## src/rtl/load_buffer.sv

```systemverilog
// In-order load queue: accepts address-resolved loads, issues them one at a time
// to the memory controller and broadcasts the extended result on the lbuffer CDB.

`ifndef ROB_WIDTH
`define ROB_WIDTH 4
`endif
`ifndef INST_TYPE_WIDTH
`define INST_TYPE_WIDTH 3
`endif
`ifndef LB
`define LB  3'd0
`endif
`ifndef LH
`define LH  3'd1
`endif
`ifndef LW
`define LW  3'd2
`endif
`ifndef LBU
`define LBU 3'd3
`endif
`ifndef LHU
`define LHU 3'd4
`endif

module load_buffer #(
    parameter int DEPTH     = 8,
    parameter int PTR_WIDTH = 3
) (
    input  logic                        clk_in,
    input  logic                        rst_in,
    input  logic                        rdy_in,
    input  logic                        rob_flush_in,
    input  logic                        au_en_in,
    input  logic [31:0]                 au_addr_in,
    input  logic [`ROB_WIDTH-1:0]       au_dest_in,
    input  logic [`INST_TYPE_WIDTH-1:0] au_inst_type_in,
    output logic                        lbuffer_rdy_out,
    output logic                        mem_req_out,
    output logic [31:0]                 mem_addr_out,
    output logic [1:0]                  mem_len_out,
    input  logic                        mem_done_in,
    input  logic [31:0]                 mem_data_in,
    output logic                        cdb_en_out,
    output logic [`ROB_WIDTH-1:0]       cdb_dest_out,
    output logic [31:0]                 cdb_value_out
);

    localparam logic [PTR_WIDTH:0] FULL_CNT = (PTR_WIDTH+1)'(DEPTH);
    localparam logic [PTR_WIDTH:0] RDY_MAX  = (PTR_WIDTH+1)'(DEPTH - 2);

    typedef enum logic [1:0] {
        S_IDLE  = 2'd0,
        S_WAIT  = 2'd1,
        S_DRAIN = 2'd2
    } state_e;

    function automatic logic [1:0] len_of(input logic [`INST_TYPE_WIDTH-1:0] t);
        case (t)
            `LB, `LBU: len_of = 2'd0;
            `LH, `LHU: len_of = 2'd1;
            default:   len_of = 2'd3;
        endcase
    endfunction

    function automatic logic [31:0] extend(input logic [`INST_TYPE_WIDTH-1:0] t,
                                           input logic [31:0] d);
        case (t)
            `LB:     extend = {{24{d[7]}}, d[7:0]};
            `LBU:    extend = {24'd0, d[7:0]};
            `LH:     extend = {{16{d[15]}}, d[15:0]};
            `LHU:    extend = {16'd0, d[15:0]};
            default: extend = d;
        endcase
    endfunction

    logic [31:0]                 addr_mem_q [DEPTH];
    logic [`ROB_WIDTH-1:0]       dest_mem_q [DEPTH];
    logic [`INST_TYPE_WIDTH-1:0] type_mem_q [DEPTH];

    state_e                state_q, state_d;
    logic [PTR_WIDTH-1:0]  head_q, head_d, tail_q, tail_d;
    logic [PTR_WIDTH:0]    count_q, count_d;
    logic                  mem_req_q, mem_req_d;
    logic [31:0]           mem_addr_q, mem_addr_d;
    logic [1:0]            mem_len_q, mem_len_d;
    logic                  cdb_en_q, cdb_en_d;
    logic [`ROB_WIDTH-1:0] cdb_dest_q, cdb_dest_d;
    logic [31:0]           cdb_value_q, cdb_value_d;
    logic                  push_s, pop_s;

    // One slot of slack: upstream registers its request a cycle after sampling rdy.
    assign lbuffer_rdy_out = (count_q <= RDY_MAX);
    assign mem_req_out     = mem_req_q;
    assign mem_addr_out    = mem_addr_q;
    assign mem_len_out     = mem_len_q;
    assign cdb_en_out      = cdb_en_q;
    assign cdb_dest_out    = cdb_dest_q;
    assign cdb_value_out   = cdb_value_q;

    // State register.
    always_ff @(posedge clk_in) begin
        if (rst_in) begin
            state_q <= S_IDLE;
        end else begin
            state_q <= state_d;
        end
    end

    // Next-state logic; a flush while a read is outstanding must drain it first.
    always_comb begin
        state_d = state_q;
        if (!rdy_in) begin
            state_d = state_q;
        end else if (rob_flush_in) begin
            case (state_q)
                S_WAIT, S_DRAIN: state_d = mem_done_in ? S_IDLE : S_DRAIN;
                default:         state_d = S_IDLE;
            endcase
        end else begin
            case (state_q)
                S_IDLE: begin
                    if (count_q != '0) state_d = S_WAIT;
                    else               state_d = S_IDLE;
                end
                S_WAIT, S_DRAIN: begin
                    if (mem_done_in) state_d = S_IDLE;
                    else             state_d = state_q;
                end
                default: state_d = S_IDLE;
            endcase
        end
    end

    // Output and queue-pointer logic.
    always_comb begin
        head_d      = head_q;
        tail_d      = tail_q;
        count_d     = count_q;
        mem_req_d   = mem_req_q;
        mem_addr_d  = mem_addr_q;
        mem_len_d   = mem_len_q;
        cdb_en_d    = 1'b0;
        cdb_dest_d  = cdb_dest_q;
        cdb_value_d = cdb_value_q;
        push_s      = 1'b0;
        pop_s       = 1'b0;
        if (!rdy_in) begin
            cdb_en_d = cdb_en_q;
        end else if (rob_flush_in) begin
            head_d    = '0;
            tail_d    = '0;
            count_d   = '0;
            mem_req_d = (state_q != S_IDLE) && !mem_done_in;
        end else begin
            push_s = au_en_in && (count_q != FULL_CNT);
            case (state_q)
                S_IDLE: begin
                    if (count_q != '0) begin
                        mem_req_d  = 1'b1;
                        mem_addr_d = addr_mem_q[head_q];
                        mem_len_d  = len_of(type_mem_q[head_q]);
                    end else begin
                        mem_req_d = 1'b0;
                    end
                end
                S_WAIT: begin
                    if (mem_done_in) begin
                        mem_req_d   = 1'b0;
                        pop_s       = 1'b1;
                        cdb_en_d    = 1'b1;
                        cdb_dest_d  = dest_mem_q[head_q];
                        cdb_value_d = extend(type_mem_q[head_q], mem_data_in);
                    end else begin
                        mem_req_d = 1'b1;
                    end
                end
                S_DRAIN: begin
                    if (mem_done_in) mem_req_d = 1'b0;
                    else             mem_req_d = 1'b1;
                end
                default: mem_req_d = 1'b0;
            endcase
            if (push_s) tail_d = tail_q + 1'b1;
            else        tail_d = tail_q;
            if (pop_s)  head_d = head_q + 1'b1;
            else        head_d = head_q;
            case ({push_s, pop_s})
                2'b10:   count_d = count_q + 1'b1;
                2'b01:   count_d = count_q - 1'b1;
                default: count_d = count_q;
            endcase
        end
    end

    // Control and output registers.
    always_ff @(posedge clk_in) begin
        if (rst_in) begin
            head_q      <= '0;
            tail_q      <= '0;
            count_q     <= '0;
            mem_req_q   <= 1'b0;
            mem_addr_q  <= 32'd0;
            mem_len_q   <= 2'd0;
            cdb_en_q    <= 1'b0;
            cdb_dest_q  <= '0;
            cdb_value_q <= 32'd0;
        end else begin
            head_q      <= head_d;
            tail_q      <= tail_d;
            count_q     <= count_d;
            mem_req_q   <= mem_req_d;
            mem_addr_q  <= mem_addr_d;
            mem_len_q   <= mem_len_d;
            cdb_en_q    <= cdb_en_d;
            cdb_dest_q  <= cdb_dest_d;
            cdb_value_q <= cdb_value_d;
        end
    end

    // Queue storage; contents are qualified by count, so no reset needed.
    always_ff @(posedge clk_in) begin
        if (push_s) begin
            addr_mem_q[tail_q] <= au_addr_in;
            dest_mem_q[tail_q] <= au_dest_in;
            type_mem_q[tail_q] <= au_inst_type_in;
        end
    end

endmodule

```

## config.mk

```make
export PLATFORM = sky130hd
export DESIGN_NAME = load_buffer
export DESIGN_NICKNAME = d
export VERILOG_FILES = /design/src/rtl/load_buffer.sv
export SDC_FILE = /design/constraint.sdc
export NUM_CORES = 1
export LEC_CHECK = 0
export CAP_MARGIN = 10
export CORE_AREA = 2 2 176 178
export DETAILED_ROUTE_END_ITERATION = 16
export DIE_AREA = 0 0 178 180
export PLACE_DENSITY = 0.74
export SLEW_MARGIN = 20
export SYNTH_ARGS = -nofsm -noshare
export SYNTH_HDL_FRONTEND = slang
export SYNTH_SLANG_ARGS = --single-unit
export TNS_END_PERCENT = 1
```

## constraint.sdc

```tcl
create_clock -name clk_in -period 4.43 [get_ports clk_in]
set_clock_uncertainty 0.2 [all_clocks]
set_input_delay 0.886 -clock clk_in [delete_from_list [all_inputs] [get_ports clk_in]]
set_output_delay 0.886 -clock clk_in [all_outputs]
set_load 0.02 [all_outputs]
```

==> out/qor.txt <==
H-tree depth: 2
initial drt markers: 658
Synth Area in Simple Gates: 4.56%
mapped cell area: 0.0151 mm2
worst endpoint data arrival time: 2.96 ns
Synth area leaders: edfxtp_1 (62%), mux4_2 (12%), dfxtp_1 (12%)
path depth of the worst reg2reg path: 8
Power Total: 7.67 mW
Detailed Route WL: 29900 um
final cell count without fillers: 1435
Post-Place Setup Slack: 0.905 ns
fin crit share: 67.5%
row count: 64
Worst Hold Endpoint: cdb_value_out[4]
number of clock sinks: 399
DRC viols: 0
Buffers on Ports: 149
CP endpoint kind: flop
r2r setup slk: 1.50 ns
Core ar.: 0.0302 mm2
r2r startpoint: count_q[0]
Total GRT Usage: 19.1%
Worst-path clk slew: 0.06 ns
via count of the first global-routing pass: 8311
maximum net fanout on the critical path: 32
Via density: 5.61
drt pass-1 iters: 5
DR WL/cell: 20.8 um
asr flop ratio synth: 0%
MaxCap Viol Count: 0
CP most frequent cell: buf_4
share of cells above drive strength 1: 17.7%
top cell type's share of synthesized area: 62.0%
top cell type by total area after synthesis: edfxtp_1
Max Fclk: 0.335 GHz
worst relative slew slack: 29.9%
Mapped Cells: 847
worst path required time: 4.40 ns
Via Count: 8045
outcome: complete, no violations
Critical Path Source Type: primary input
sequential fraction of the synthesis area: 73.5%
R2R Path End: count_q[3]
post-route ant nets: 0
CTS Hold Bufs: 0
first-pass GRT wire length: 46800 um
n_diodes: 0
Slowest-stage cell, CP: or3_1
slowest stage delay, CP: 0.56 ns
Netlist cell types: 48
Die Width: 178 um
largest net degree at the start of global routing: 93
cell count after placement: 1360
worst path bufs/invs: 3
Hold Path Depth: 2
crit-path leading delay family: buffers and inverters
Synth Area in Compound Gates: 4.66%
placer congestion estimate: 0.759
final count of negative-setup-slack endpoints: 0
final core utilization: 61.2%
nets@finish: 1091
Min Hold Slack: 0.261 ns
initial antenna violation count: 0
Worst Max-Slew Pin Slew: 1.05 ns
unrepaired setup endpoints after global routing: false
detailed placement HPWL: 17300 um
peak supply drop: 0.326 mV
Synth-to-Final Area Change: 22.3%
grt ovf: 0
clk buf depth: 3
number of post-CTS setup repair buffers: 0
die height: 180 um
beginning of the worst hold path: cdb_value_out[4]
Post-synth EDFFs: 312
max-slew violation count: 0
Tmin final: 2.99 ns
mux share of post-synthesis cell area: 14.8%
pwr dens: 415 mW/mm2
xor/xnor share of the synthesized area: 0.174%
critical path class: primary input to flop
num ports: 150
Die Area: 0.0320 mm2
Syn Nets: 931
YS warnings: 0
Num CTS Buffers: 41
final hold violations: 0
Hold Path Class: flop to flop
CTS Root Cell: clkbuf_16
largest family of logic cells by synthesized area: multiplexers
fin area: 0.0185 mm2
Initial Utilization: 50.1%
#FFs+latches synth: 399
post-CTS sizing: 0
synthesized area per cell: 17.8 um2
Lkg Pwr: 5.71 nW
Post-synth top flop: edfxtp_1
CTS tree: built
Clock Latency Late Sink: 0.54 ns
Final WS setup: 1.44 ns
worst path cell trace: clkdlybuf4s50_1 > buf_4 > nand2b_1 > or3_1 > nor3_4 > buf_4
adder-cell share of the synthesized area: 0.580%
setup TNS: 0 ns
area post-placement: 0.0172 mm2
## worst min-delay path, stage by stage, from the launching register on
cell and delay (ns):
dfxtp_1 0.31, nand2_1 0.05, a21oi_1 0.05
## area by class of cell
type / count / area, um2
repair buffers: 167 / 1710
clock inverters: 27 / 254
fillers: 2153 / 11700
flip-flops and latches: 399 / 11100
inverters: 4 / 15.0
multi-input cells: 394 / 3810
well taps: 396 / 495
clock buffers: 48 / 1070
## report_power, final
group	switching [mW]	internal (mW)	leakage, nW
registers	0.0118	4.06	3.52
logic	0.131	0.115	1.55
clock network	1.38	1.98	0.645
## kinds of logic (layout without fill, tap and decap cells)
group / count (synthesis) / count (layout)
flip-flops: 399 / 399
AND/OR/NAND/NOR: 165 / 165
multiplexers: 124 / 124
AO/OA/AOI/OAI: 95 / 95
buffers and inverters: 54 / 246
adder cells (fa/ha/maj): 7 / 7
XOR/XNOR: 3 / 3
## routing by layer
| layer | GRT usage, % | vias to the layer above | wire [um] |
|---|---|---|---|
| met5 | 0 | - | 0 |
| met4 | 4.95 | 0 | 497 |
| met3 | 3.47 | 45 | 2030 |
| met2 | 31.7 | 280 | 14500 |
| met1 | 26.0 | 4049 | 12800 |
| li1 | - | 3671 | - |
## Yosys cell counts, types with 2 or more instances
library cell	count
a211oi_1	53
a21oi_1	14
a22oi_1	3
a311oi_1	2
a31o_2	7
a31oi_1	5
and2_1	2
buf_1	5
buf_2	9
buf_6	3
clkbuf_1	31
clkbuf_8	2
dfxtp_1	87
edfxtp_1	312
ha_1	7
inv_1	4
mux2i_1	42
mux4_2	78
nand2_1	43
nand2b_1	5
nor2_1	93
nor3_1	10
o21ai_0	4
xor2_1	2
## cell usage in the layout (no fill, tap or decap), types with 5 or more instances in the layout
cell and instances:
clkinv_2 5, nand2_1 43, nor3_1 8, mux2i_1 42, dfxtp_1 84, buf_4 12
nor2_4 7, edfxtp_1 312, nor2_1 86, a21oi_1 14, buf_12 7, mux4_2 78
clkdlybuf4s50_1 148, a211oi_1 53, a31o_2 7, ha_1 7, clkinv_1 12, a31oi_1 5
clkbuf_16 42, nand2b_1 5, clkbuf_1 6
## registers in the layout, indices dropped and copies added (netlist names), named ones only
name,count
tail_q,3
type_mem_q,24
addr_mem_q,256
mem_req_out,1
state_q,2
mem_addr_out,32
cdb_value_out,32
head_q,3
cdb_dest_out,4
mem_len_out,2
cdb_en_out,1
dest_mem_q,32
count_q,4
## worst max path at each step
stage	from	endpoint	slack (ns)	cells past startpoint
detailed placement	rdy_in	addr_mem_q[0][7]	0.90	6
finish	rdy_in	addr_mem_q[0][29]	1.44	6
global route	flop	cdb_value_out[16]	1.31	5
global placement	rdy_in	addr_mem_q[0][3]	0.95	6
CTS	rdy_in	dest_mem_q[2][3]	1.44	6
floorplan	rob_flush_in	addr_mem_q[1][0]	-0.24	4
Note: power is estimated with default switching activity, not from simulation.
==> RTL change: new RTL, config.mk and constraints unchanged <==
The parameter `PTR_WIDTH` goes from 3 to 2.
--- a/src/rtl/load_buffer.sv
+++ b/src/rtl/load_buffer.sv
@@ -25,7 +25,7 @@
 
 module load_buffer #(
     parameter int DEPTH     = 8,
-    parameter int PTR_WIDTH = 3
+    parameter int PTR_WIDTH = 2
 ) (
     input  logic                        clk_in,
     input  logic                        rst_in,
Behaviour: not the same (Yosys sat finds a counterexample within 4 cycles, from zero or initial values and one cycle with rst_in high).
==> RTL change against the original RTL <==
- clock power is 45% lower
- via count is 32% lower
- combinational power is 52% lower
- final area is 37% lower
- cell count is 18% lower
- fmax is 0.85% higher
- worst setup slack better by 0.025 ns
- sequential share of layout area is 5.7 points lower
- synthesized area is 40% lower
- first-iteration DRC count is 48% lower
- routed wire length is 31% lower
- sequential cell count is 160 lower
- worst hold slack worse by 0.0056 ns
- total power is 44% lower
- critical endpoint is now addr_mem_q[0][26]
- largest cell class unchanged
==> RTL change: results (changes against the original RTL) <==
- The leakage power figure is 0.00367 uW (-36%).
- The worst slack after detailed placement came to 0.956 ns (+0.0511 ns).
- The routed via count divided by cell count came to 4.67 (-17%).
- The number of enable flip-flop cells after synthesis came to 156 (-50%).
- The net switching power is 854 uW (-44%).
- The worst hold slack is 0.255 ns (-0.00555 ns).
- After synthesis, the cell types taking the most area are sky130_fd_sc_hd__edfxtp_1 52%, sky130_fd_sc_hd__dfxtp_1 18%, sky130_fd_sc_hd__mux4_2 9.7%.
- The reg-to-reg setup timing slack is 2.02 ns (+0.52 ns).
- The number of library cell types mapped by synthesis is 41 (-15%).
- The worst-case vdd ir drop is 0.000292 V (-10%).
- The class of the worst hold path is flop to flop.
- The synthesized net count is 699 (-25%).
- The met3 wire length is 1610 um (-21%).
- The routed wire length came to 20600 um (-31%).
- The number of nets in the final layout is 847 (-22%).
- The detailed-routed wire length on met2 is 9940 um (-32%).
- The combined global-route utilization of all metal layers is 12.5% (-6.5 points).
- The placer's final routability congestion estimate came to 0.729 (-4.0%).
- The part of the Yosys area used for sequential elements was 70.4% (-3.2 points).
- The worst path arrival time is 2.98 ns (+0.02 ns).
- The met2 routing resource usage after global routing is 20.9% (-11 points).
- The total number of vias was 5479 (-32%).
- The complex-gate fraction of the synthesized area is 7.32% (+2.7 points).
- The ratio of cells with drive above 1 in the final layout is 14.1% (-3.6 points).
- The clock buffer count from CTS is 23 (-44%).
- The largest fanout on the critical path is 19 (-41%).
- The maximum number of pins on one net before global-route repair was 92 (-1.1%).
- The clock latency at the later pin of the worst-skew pair is 0.52 ns (-0.02 ns).
- The multiplexer share of the synthesized area was 9.97% (-4.8 points).
- The number of design-rule violations left by the first detailed-router iteration is 344 (-48%).
- The placed standard-cell area is 0.0109 sq mm (-36%).
- The tree is rooted in a sky130_fd_sc_hd__clkbuf_16.
- The share of synthesized cell area in full adder, half adder and majority cells is 1.19% (+0.61 points).
- The half-perimeter wire length of the detailed placement result is 13400 um (-22%).
- The highest metal layer carrying signal wires in the routed design is met5.
- The number of global-route vias before repair came to 5399 (-35%).
- The flow ran to the end, and the final reports show no timing, DRC or antenna violations.
- The length of routed wiring on met1 was 8700 um (-32%).
- The depth of the CTS H-tree is 1 (-1).
- The headroom to the max-slew limit is 28.7% (-1.3 points).
- By count the netlist is led by 156 x sky130_fd_sc_hd__edfxtp_1, 109 x sky130_fd_sc_hd__nand2_1, 83 x sky130_fd_sc_hd__dfxtp_1, 50 x sky130_fd_sc_hd__a21oi_1, 47 x sky130_fd_sc_hd__nor2_1.
- The maximum single-stage delay on the critical path came to 0.63 ns (+0.07 ns).
- The met1 usage in global routing is 16.9% (-9.1 points).
- The cell count after placement is 1133 (-17%).
- The share of the synthesized netlist area taken by xor and xnor gates is 0.194% (+0.020 points).
- The first-pass GRT wire length is 31100 um (-33%).
- The portion of the clock cycle consumed by the worst path in the final layout is 66.9% (-0.57 points).
- The post-synthesis average cell area is 14.7 sq um (-18%).
- The number of antenna violations at the first check in global routing is 1 (+1).
- The slowest stage of the critical path is the sky130_fd_sc_hd__and3_2 cell.
- The met3 global-route usage is 2.64% (-0.82 points).
RTL change: power by group through the flow:
stage	sequential, uW	combinational (uW)	clock [uW]
floorplan	2420	24.1	0
global placement	2420	115	0
detailed placement	2420	117	0
CTS	2370	118	1890
global route	2370	126	1980
finish	2370	117	1840
RTL change: critical path, delay by kind of cell:
kind	cells	cell delay (ns)
and+or+nand+nor	2	1.11
buffers and inverters	3	0.96
RTL change: final timing paths:
path,end,depth (start not counted),startpoint
worst max-delay path,addr_mem_q[0][26],5,rdy_in
worst min-delay path,cdb_dest_out[3],2,cdb_dest_out[3]
worst max register to register,count_q[2],6,count_q[0]
worst min register to register,cdb_dest_out[3],2,cdb_dest_out[3]
RTL change: final cells by class:
class | instances | area [sq um]
Inverter | 5 | 18.8
Tap cell | 396 | 495
Clock buffer | 36 | 664
Fill cell | 2803 | 18500
Clock inverter | 5 | 42.5
Timing Repair Buffer | 159 | 1560
Multi-Input combinational cell | 334 | 2520
Sequential cell | 239 | 6350
